### src/rtl/mem_lsu.sv
// Memory-stage load/store unit: issues one data-bus access at a time,
// steers store bytes onto lanes and formats load data for writeback.
//
// Bus handshake: bus_req_o is the valid; bus_ack_i / bus_err_i are the
// ready. The request and every bus_* qualifier are held stable from the
// first request cycle up to and including the cycle in which ack or err
// is seen. req drops in the following cycle. err wins over ack. ack or err
// outside an active request is ignored.
module mem_lsu #(
  parameter int TIMEOUT = 255,
  localparam int ADDR_WIDTH = 32,
  localparam int DATA_WIDTH = 32,
  localparam int RADDR_WIDTH = 5,
  localparam int RDATA_WIDTH = 32
) (
  input  logic                   clk_i,
  input  logic                   rst_i,
  input  logic [3:0]             mem_op_i,
  input  logic                   mem_we_i,
  input  logic [ADDR_WIDTH-1:0]  mem_addr_i,
  input  logic [DATA_WIDTH-1:0]  mem_data_i,
  input  logic [RADDR_WIDTH-1:0] reg_waddr_i,
  input  logic                   reg_we_i,
  input  logic [RDATA_WIDTH-1:0] reg_wdata_i,
  output logic [RADDR_WIDTH-1:0] reg_waddr_o,
  output logic                   reg_we_o,
  output logic [RDATA_WIDTH-1:0] reg_wdata_o,
  output logic                   stallreq_o,
  output logic                   fault_o,
  output logic                   bus_req_o,
  output logic                   bus_we_o,
  output logic [ADDR_WIDTH-1:0]  bus_addr_o,
  output logic [3:0]             bus_be_o,
  output logic [DATA_WIDTH-1:0]  bus_wdata_o,
  input  logic                   bus_ack_i,
  input  logic [DATA_WIDTH-1:0]  bus_rdata_i,
  input  logic                   bus_err_i,
  output logic [1:0]             dbg_state_o
);

  localparam logic [3:0] OP_NOP = 4'd0;
  localparam logic [3:0] OP_LB  = 4'd1;
  localparam logic [3:0] OP_LH  = 4'd2;
  localparam logic [3:0] OP_LW  = 4'd3;
  localparam logic [3:0] OP_LBU = 4'd4;
  localparam logic [3:0] OP_LHU = 4'd5;
  localparam logic [3:0] OP_SB  = 4'd6;
  localparam logic [3:0] OP_SH  = 4'd7;
  localparam logic [3:0] OP_SW  = 4'd8;

  localparam int CW = (TIMEOUT < 1) ? 1 : $clog2(TIMEOUT + 2);
  localparam logic [CW-1:0] TO_VAL = CW'(TIMEOUT);

  typedef enum logic [1:0] {
    S_IDLE = 2'd0,
    S_BUS  = 2'd1,
    S_DONE = 2'd2
  } state_t;

  state_t                  r_state;
  state_t                  w_state_nxt;
  logic [3:0]              r_op;
  logic [1:0]              r_lane;
  logic                    r_load;
  logic                    r_fault;
  logic [CW-1:0]           r_cnt;
  logic [DATA_WIDTH-1:0]   r_rdata;
  logic                    r_bus_we;
  logic [ADDR_WIDTH-1:0]   r_bus_addr;
  logic [3:0]              r_bus_be;
  logic [DATA_WIDTH-1:0]   r_bus_wdata;

  logic                    w_is_load;
  logic                    w_is_store;
  logic                    w_size_h;
  logic                    w_size_w;
  logic                    w_valid;
  logic                    w_misaligned;
  logic [3:0]              w_be;
  logic [DATA_WIDTH-1:0]   w_wdata;
  logic [7:0]              w_byte;
  logic [15:0]             w_half;
  logic [RDATA_WIDTH-1:0]  w_load_data;

  // Decode the request class and access size; unknown codes fall through as no-ops.
  always_comb begin
    w_is_load  = 1'b0;
    w_is_store = 1'b0;
    w_size_h   = 1'b0;
    w_size_w   = 1'b0;
    case (mem_op_i)
      OP_LB, OP_LBU: w_is_load = 1'b1;
      OP_LH, OP_LHU: begin w_is_load = 1'b1; w_size_h = 1'b1; end
      OP_LW:         begin w_is_load = 1'b1; w_size_w = 1'b1; end
      OP_SB:         w_is_store = 1'b1;
      OP_SH:         begin w_is_store = 1'b1; w_size_h = 1'b1; end
      OP_SW:         begin w_is_store = 1'b1; w_size_w = 1'b1; end
      default:       ;
    endcase
  end

  // A request whose write enable disagrees with its op is not issued.
  assign w_valid      = (w_is_load & ~mem_we_i) | (w_is_store & mem_we_i);
  assign w_misaligned = (w_size_h & mem_addr_i[0]) |
                        (w_size_w & (mem_addr_i[1:0] != 2'b00));

  // Store byte strobes and lane-replicated data; loads read the whole word.
  always_comb begin
    w_be    = 4'b1111;
    w_wdata = '0;
    if (w_is_store) begin
      if (w_size_w) begin
        w_be    = 4'b1111;
        w_wdata = mem_data_i;
      end else if (w_size_h) begin
        w_be    = 4'b0011 << {mem_addr_i[1], 1'b0};
        w_wdata = {2{mem_data_i[15:0]}};
      end else begin
        w_be    = 4'b0001 << mem_addr_i[1:0];
        w_wdata = {4{mem_data_i[7:0]}};
      end
    end
  end

  // Pick the addressed byte/half from the captured word and extend it.
  always_comb begin
    case (r_lane)
      2'd0:    w_byte = r_rdata[7:0];
      2'd1:    w_byte = r_rdata[15:8];
      2'd2:    w_byte = r_rdata[23:16];
      default: w_byte = r_rdata[31:24];
    endcase
    w_half = r_lane[1] ? r_rdata[31:16] : r_rdata[15:0];
    case (r_op)
      OP_LB:   w_load_data = {{24{w_byte[7]}}, w_byte};
      OP_LBU:  w_load_data = {24'b0, w_byte};
      OP_LH:   w_load_data = {{16{w_half[15]}}, w_half};
      OP_LHU:  w_load_data = {16'b0, w_half};
      default: w_load_data = r_rdata;
    endcase
  end

  // State register, access capture, timeout counter and fault flag.
  always_ff @(posedge clk_i) begin
    if (rst_i) begin
      r_state     <= S_IDLE;
      r_op        <= OP_NOP;
      r_lane      <= 2'b00;
      r_load      <= 1'b0;
      r_fault     <= 1'b0;
      r_cnt       <= '0;
      r_rdata     <= '0;
      r_bus_we    <= 1'b0;
      r_bus_addr  <= '0;
      r_bus_be    <= 4'b0000;
      r_bus_wdata <= '0;
    end else begin
      r_state <= w_state_nxt;
      case (r_state)
        S_IDLE: begin
          if (w_valid && !w_misaligned) begin
            r_op        <= mem_op_i;
            r_lane      <= mem_addr_i[1:0];
            r_load      <= w_is_load;
            r_fault     <= 1'b0;
            r_cnt       <= '0;
            r_bus_we    <= w_is_store;
            r_bus_addr  <= {mem_addr_i[ADDR_WIDTH-1:2], 2'b00};
            r_bus_be    <= w_be;
            r_bus_wdata <= w_wdata;
          end
        end
        S_BUS: begin
          r_cnt <= r_cnt + CW'(1);
          if (bus_err_i)              r_fault <= 1'b1;
          else if (bus_ack_i)         r_rdata <= bus_rdata_i;
          else if (r_cnt == TO_VAL)   r_fault <= 1'b1;
        end
        default: ;
      endcase
    end
  end

  // Next state plus stall, fault and writeback outputs; all quiet during reset.
  always_comb begin
    w_state_nxt = r_state;
    stallreq_o  = 1'b0;
    fault_o     = 1'b0;
    bus_req_o   = 1'b0;
    reg_we_o    = 1'b0;
    reg_waddr_o = reg_waddr_i;
    reg_wdata_o = reg_wdata_i;
    if (rst_i) begin
      w_state_nxt = S_IDLE;
      reg_waddr_o = '0;
      reg_wdata_o = '0;
    end else begin
      case (r_state)
        S_IDLE: begin
          if (!w_valid) begin
            reg_we_o = reg_we_i;
          end else if (w_misaligned) begin
            fault_o = 1'b1;
          end else begin
            stallreq_o  = 1'b1;
            w_state_nxt = S_BUS;
          end
        end
        S_BUS: begin
          stallreq_o = 1'b1;
          bus_req_o  = 1'b1;
          if (bus_err_i || bus_ack_i || (r_cnt == TO_VAL)) w_state_nxt = S_DONE;
        end
        S_DONE: begin
          fault_o     = r_fault;
          w_state_nxt = S_IDLE;
          if (r_load) begin
            reg_we_o    = reg_we_i & ~r_fault;
            reg_wdata_o = w_load_data;
          end
        end
        default: w_state_nxt = S_IDLE;
      endcase
    end
  end

  assign bus_we_o    = r_bus_we;
  assign bus_addr_o  = r_bus_addr;
  assign bus_be_o    = r_bus_be;
  assign bus_wdata_o = r_bus_wdata;
  assign dbg_state_o = r_state;

endmodule
### config.mk
export PLATFORM = sky130hd
export DESIGN_NAME = mem_lsu
export DESIGN_NICKNAME = d
export VERILOG_FILES = /design/src/rtl/mem_lsu.sv
export SDC_FILE = /design/constraint.sdc
export NUM_CORES = 1
export LEC_CHECK = 0
export ABC_CLOCK_PERIOD_IN_PS = 2900
export BUFFER_PORTS_ARGS = -buffer_cell sky130_fd_sc_hd__buf_4
export CAP_MARGIN = 20
export CORE_ASPECT_RATIO = 2
export CORE_UTILIZATION = 50
export DETAILED_ROUTE_END_ITERATION = 16
export GPL_ROUTABILITY_DRIVEN = 0
export GPL_TIMING_DRIVEN = 0
export PLACE_DENSITY = 0.89
export SLEW_MARGIN = 20
export SYNTH_ARGS = -nofsm -noshare
export SYNTH_HDL_FRONTEND = slang
export SYNTH_SLANG_ARGS = --single-unit
export TNS_END_PERCENT = 50
### constraint.sdc
create_clock -name clk_i -period 2.9 [get_ports clk_i]
set_clock_uncertainty 0.05 [all_clocks]
set_input_delay 0.435 -clock clk_i [delete_from_list [all_inputs] [get_ports clk_i]]
set_output_delay 0.435 -clock clk_i [all_outputs]
set_load 0.01 [all_outputs]
==> impl_metrics.csv <==
group,metric,value,unit
detailed_routing,vias_per_cell,6.06,
synthesis,synth_seq_cells,118,
grt,globalRoute.busiestLayer,"met2",
hold_path,whs_path_depth,3,
clocking,clock_latency,0.41,ns
grt,grt.total_usage,0.351,
sta,setup_viol,0,
power,power.density,525,nW/um^2
critical_path,start_kind,"flop",
clocking,clk_path_buf_depth,2,
synthesis,synth.cell_area,6590,sq um
placement,portBuffers,250,
sta,report.final.slew_viol_count,0,
grt,antenna_found_initial,0,
critical_path,worstPathRequired,2.41,ns
synthesis,synth_area_per_cell,7.79,sq um
grt,use_met3,0.0648,
detailed_routing,drc,0,
placement,place_ws,-0.0200,ns
sta,fmax,348,MHz
critical_path,rr_worst_depth,7,
clocking,cts_buffers,17,
floorplanning,fp.dieH,164,um
sta,worst_slack,0.0233,ns
floorplanning,initial_core_util,0.510,
final_layout,postLayoutCoreUtil,0.737,
detailed_routing,drt_iter0_drc,554,
clocking,cts.hold.buffers_added,0,
sta,fin_crit_sh,0.992,
detailed_routing,ant_nets,0,
critical_path,reg2reg_slack,0.30,ns
hold_path,hp-class,"input pin to flop",
final_layout,fin_nets,1273,
final_layout,drive_gt1_frac,0.332,
final_layout,design_area,9520,sq um
hold_path,hp-start,"bus_rdata_i[1]",
placement,dp_hpwl,18.5,mm
synthesis,synth-async-reset-ratio,0,
floorplanning,core,12900,sq um
critical_path,reg2reg_to,"r_rdata[21]",
final_layout,fillers,1006,
detailed_routing,dr.pass1.iters,5,
power,clkPwrFrac,0.457,
critical_path,end_kind,"output pin",
power,combPwrFrac,0.193,
synthesis,synth_edf_count,0,
synthesis,yosysWarnings,0,
grt,grt_util_met2,0.663,
grt,grt_max_degree,17,
floorplanning,ios,255,
run_status,status,"finished clean",
critical_path,worstSetupPathType,"flop to output pin",
power,swShare,0.271,
grt,grt_pass1_vias,7570,
sta,min_period,2.88,ns
grt,use_met1,0.315,
sta,final_hold_viol_count,0,
run,maxCapViolCount,0,
power,leakagePower,3.85,nW
clocking,cts-root-buf,"clkbuf_16",
final_layout,multi_input_area,3910,sq um
clocking,cts_sinks,118,
floorplanning,fp.dieW,83.2,um
detailed_routing,wl_per_cell,19.5,um
critical_path,critPathMaxFanout,9,
power,pwr-share-seq,0.350,
critical_path,cp_data_arrival_time,2.39,ns
critical_path,reg2reg_from,"dbg_state_o[0]",
final_layout,syn_to_final_growth,44.5,%
clocking,htree_num_levels,4,
hold_path,hold_end,"r_rdata[1]",
sta,tightest_slew,0.840,ns
power,power,0.00500,W
sta,slew_headroom,0.440,
placement,place_area,8660,sq um
detailed_routing,vias,7831,
final_layout,register_area,2370,sq um
synthesis,syn_inst,846,
final_layout,n_antenna_cell,0,
detailed_routing,finalWirelength,25.2,mm
clocking,cts_tree,"built",
synthesis,ys_types,69,
clocking,clk_pin_slew,0.06,ns
power,vdd.ir_drop.worst,0.000504,V
grt,grt_pass1_wl,37.5,mm
power,p_int,0.00364,W
floorplanning,fp-row-count,59,
synthesis,ys_seq_area_frac,0.359,
floorplanning,die-area,13700,sq um
synthesis,synth_ff_type,"dfxtp_1",
grt,grt_overflow_total,0,
sta,rsz0062_at_grt,"true",
power,switchingPower,0.00136,W
sta,finalSetupTns,0,ns
logic make-up after synthesis:
kind of cell	synth area share
adder cells (fa/ha/maj)	0.00380
other	0.000569
multiplexers	0.0410
buffers and inverters	0.0631
flip-flops	0.359
XOR/XNOR	0.00532
AO/OA/AOI/OAI	0.277
AND/OR/NAND/NOR	0.250
synthesized netlist by cell type, drive strengths merged, types with 3 or more instances:
master,instances,area share
a221o,8,0.012
mux4,8,0.027
o21ai,132,0.10
or4b,8,0.012
or3,4,0.0038
o22ai,5,0.0047
nand3b,7,0.0080
o21bai,3,0.0034
and3b,9,0.012
a211oi,12,0.017
nor2,48,0.030
a22oi,16,0.019
nor2b,42,0.041
nand2,110,0.063
buf,34,0.031
inv,9,0.0051
and3,3,0.0028
clkbuf,46,0.027
nor3,18,0.014
mux2,8,0.014
nand3,49,0.037
a2111oi,8,0.014
xnor2,4,0.0053
a21oi,89,0.072
a31oi,4,0.0038
nand2b,12,0.013
dfxtp,118,0.36
worst max-delay path, stage by stage, from the launching register on:
cell and delay [ns]:
dfxtp_4 0.40, or3b_1 0.37, buf_6 0.16, a21oi_4 0.29, nand2_1 0.11, a2111oi_2 0.45, buf_4 0.20
metal layers:
layer	routed length, um	vias to the layer above
li1	-	3593
met2	13500	518
met4	2050	0
met1	7890	3581
met3	1780	139
met5	0	-
sequential cells by signal, summed over array words and instances (netlist names):
signal and count:
r_fault 1, r_load 1, bus_be_o 4, dbg_state_o 2
r_op 4, bus_we_o 1, bus_addr_o 30, r_rdata 32
r_cnt 9, bus_wdata_o 32, r_lane 2
stage by stage:
step	instances	hold slack, ns
finish	1293	0.223
detailed placement	1249	0.417
global route	1293	0.226
floorplan	847	0.396
global placement	1249	0.404
CTS	1289	0.222
worst max path at each step:
| stage | from | to | slack [ns] | cells past startpoint |
|---|---|---|---|---|
| 6_report | r_op[1] | reg_wdata_o[8] | 0.02 | 6 |
| 5_1_grt | dbg_state_o[0] | reg_wdata_o[25] | -0.008 | 9 |
| 4_1_cts | dbg_state_o[0] | reg_wdata_o[16] | -0.02 | 9 |
| 3_3_place_gp | rst_i | reg_wdata_o[6] | 0.03 | 7 |
| 2_1_floorplan | r_op[1] | reg_wdata_o[10] | 0.61 | 5 |
| 3_5_place_dp | rst_i | reg_wdata_o[4] | -0.02 | 7 |
cell usage in the layout, fill, tap and decap left out, types with 16 or more instances in the layout:
| cell type | n |
|---|---|
| a21oi_1 | 86 |
| nor2b_1 | 40 |
| clkbuf_1 | 42 |
| nand3_1 | 48 |
| o21ai_0 | 118 |
| nor3_1 | 16 |
| nand2_1 | 109 |
| nor2_1 | 43 |
| clkbuf_16 | 17 |
| dfxtp_1 | 116 |
| buf_4 | 269 |
final cells by class:
| class | instances | area share |
|---|---|---|
| clock inverter | 11 | 0.0180 |
| timing repair buffer | 263 | 0.209 |
| tap | 152 | 0.0200 |
| clock buffer | 21 | 0.0494 |
| buffer | 79 | 0.0411 |
| multi-input combinational | 640 | 0.410 |
| sequential | 118 | 0.249 |
| inverter | 9 | 0.00355 |
power groups by stage:
| stage | Clock, W | Combinational [W] | Sequential (W) |
|---|---|---|---|
| 3_5_place_dp | 0 | 0.000915 | 0.00178 |
| 5_1_grt | 0.00236 | 0.00103 | 0.00175 |
| 3_3_place_gp | 0 | 0.000904 | 0.00177 |
| 2_1_floorplan | 0 | 0.000448 | 0.00179 |
| 6_report | 0.00228 | 0.000966 | 0.00175 |
| 4_1_cts | 0.00228 | 0.000933 | 0.00174 |
repair_timing:
| action | CTS | global route |
|---|---|---|
| gates resized for setup | 9 | 22 |
| cloned | 1 | 0 |
| pin swaps | 4 | 3 |
| setup endpoints to repair | 32 | 34 |
| setup buffers | 7 | 5 |
Power figures use the tool's default switching activity.
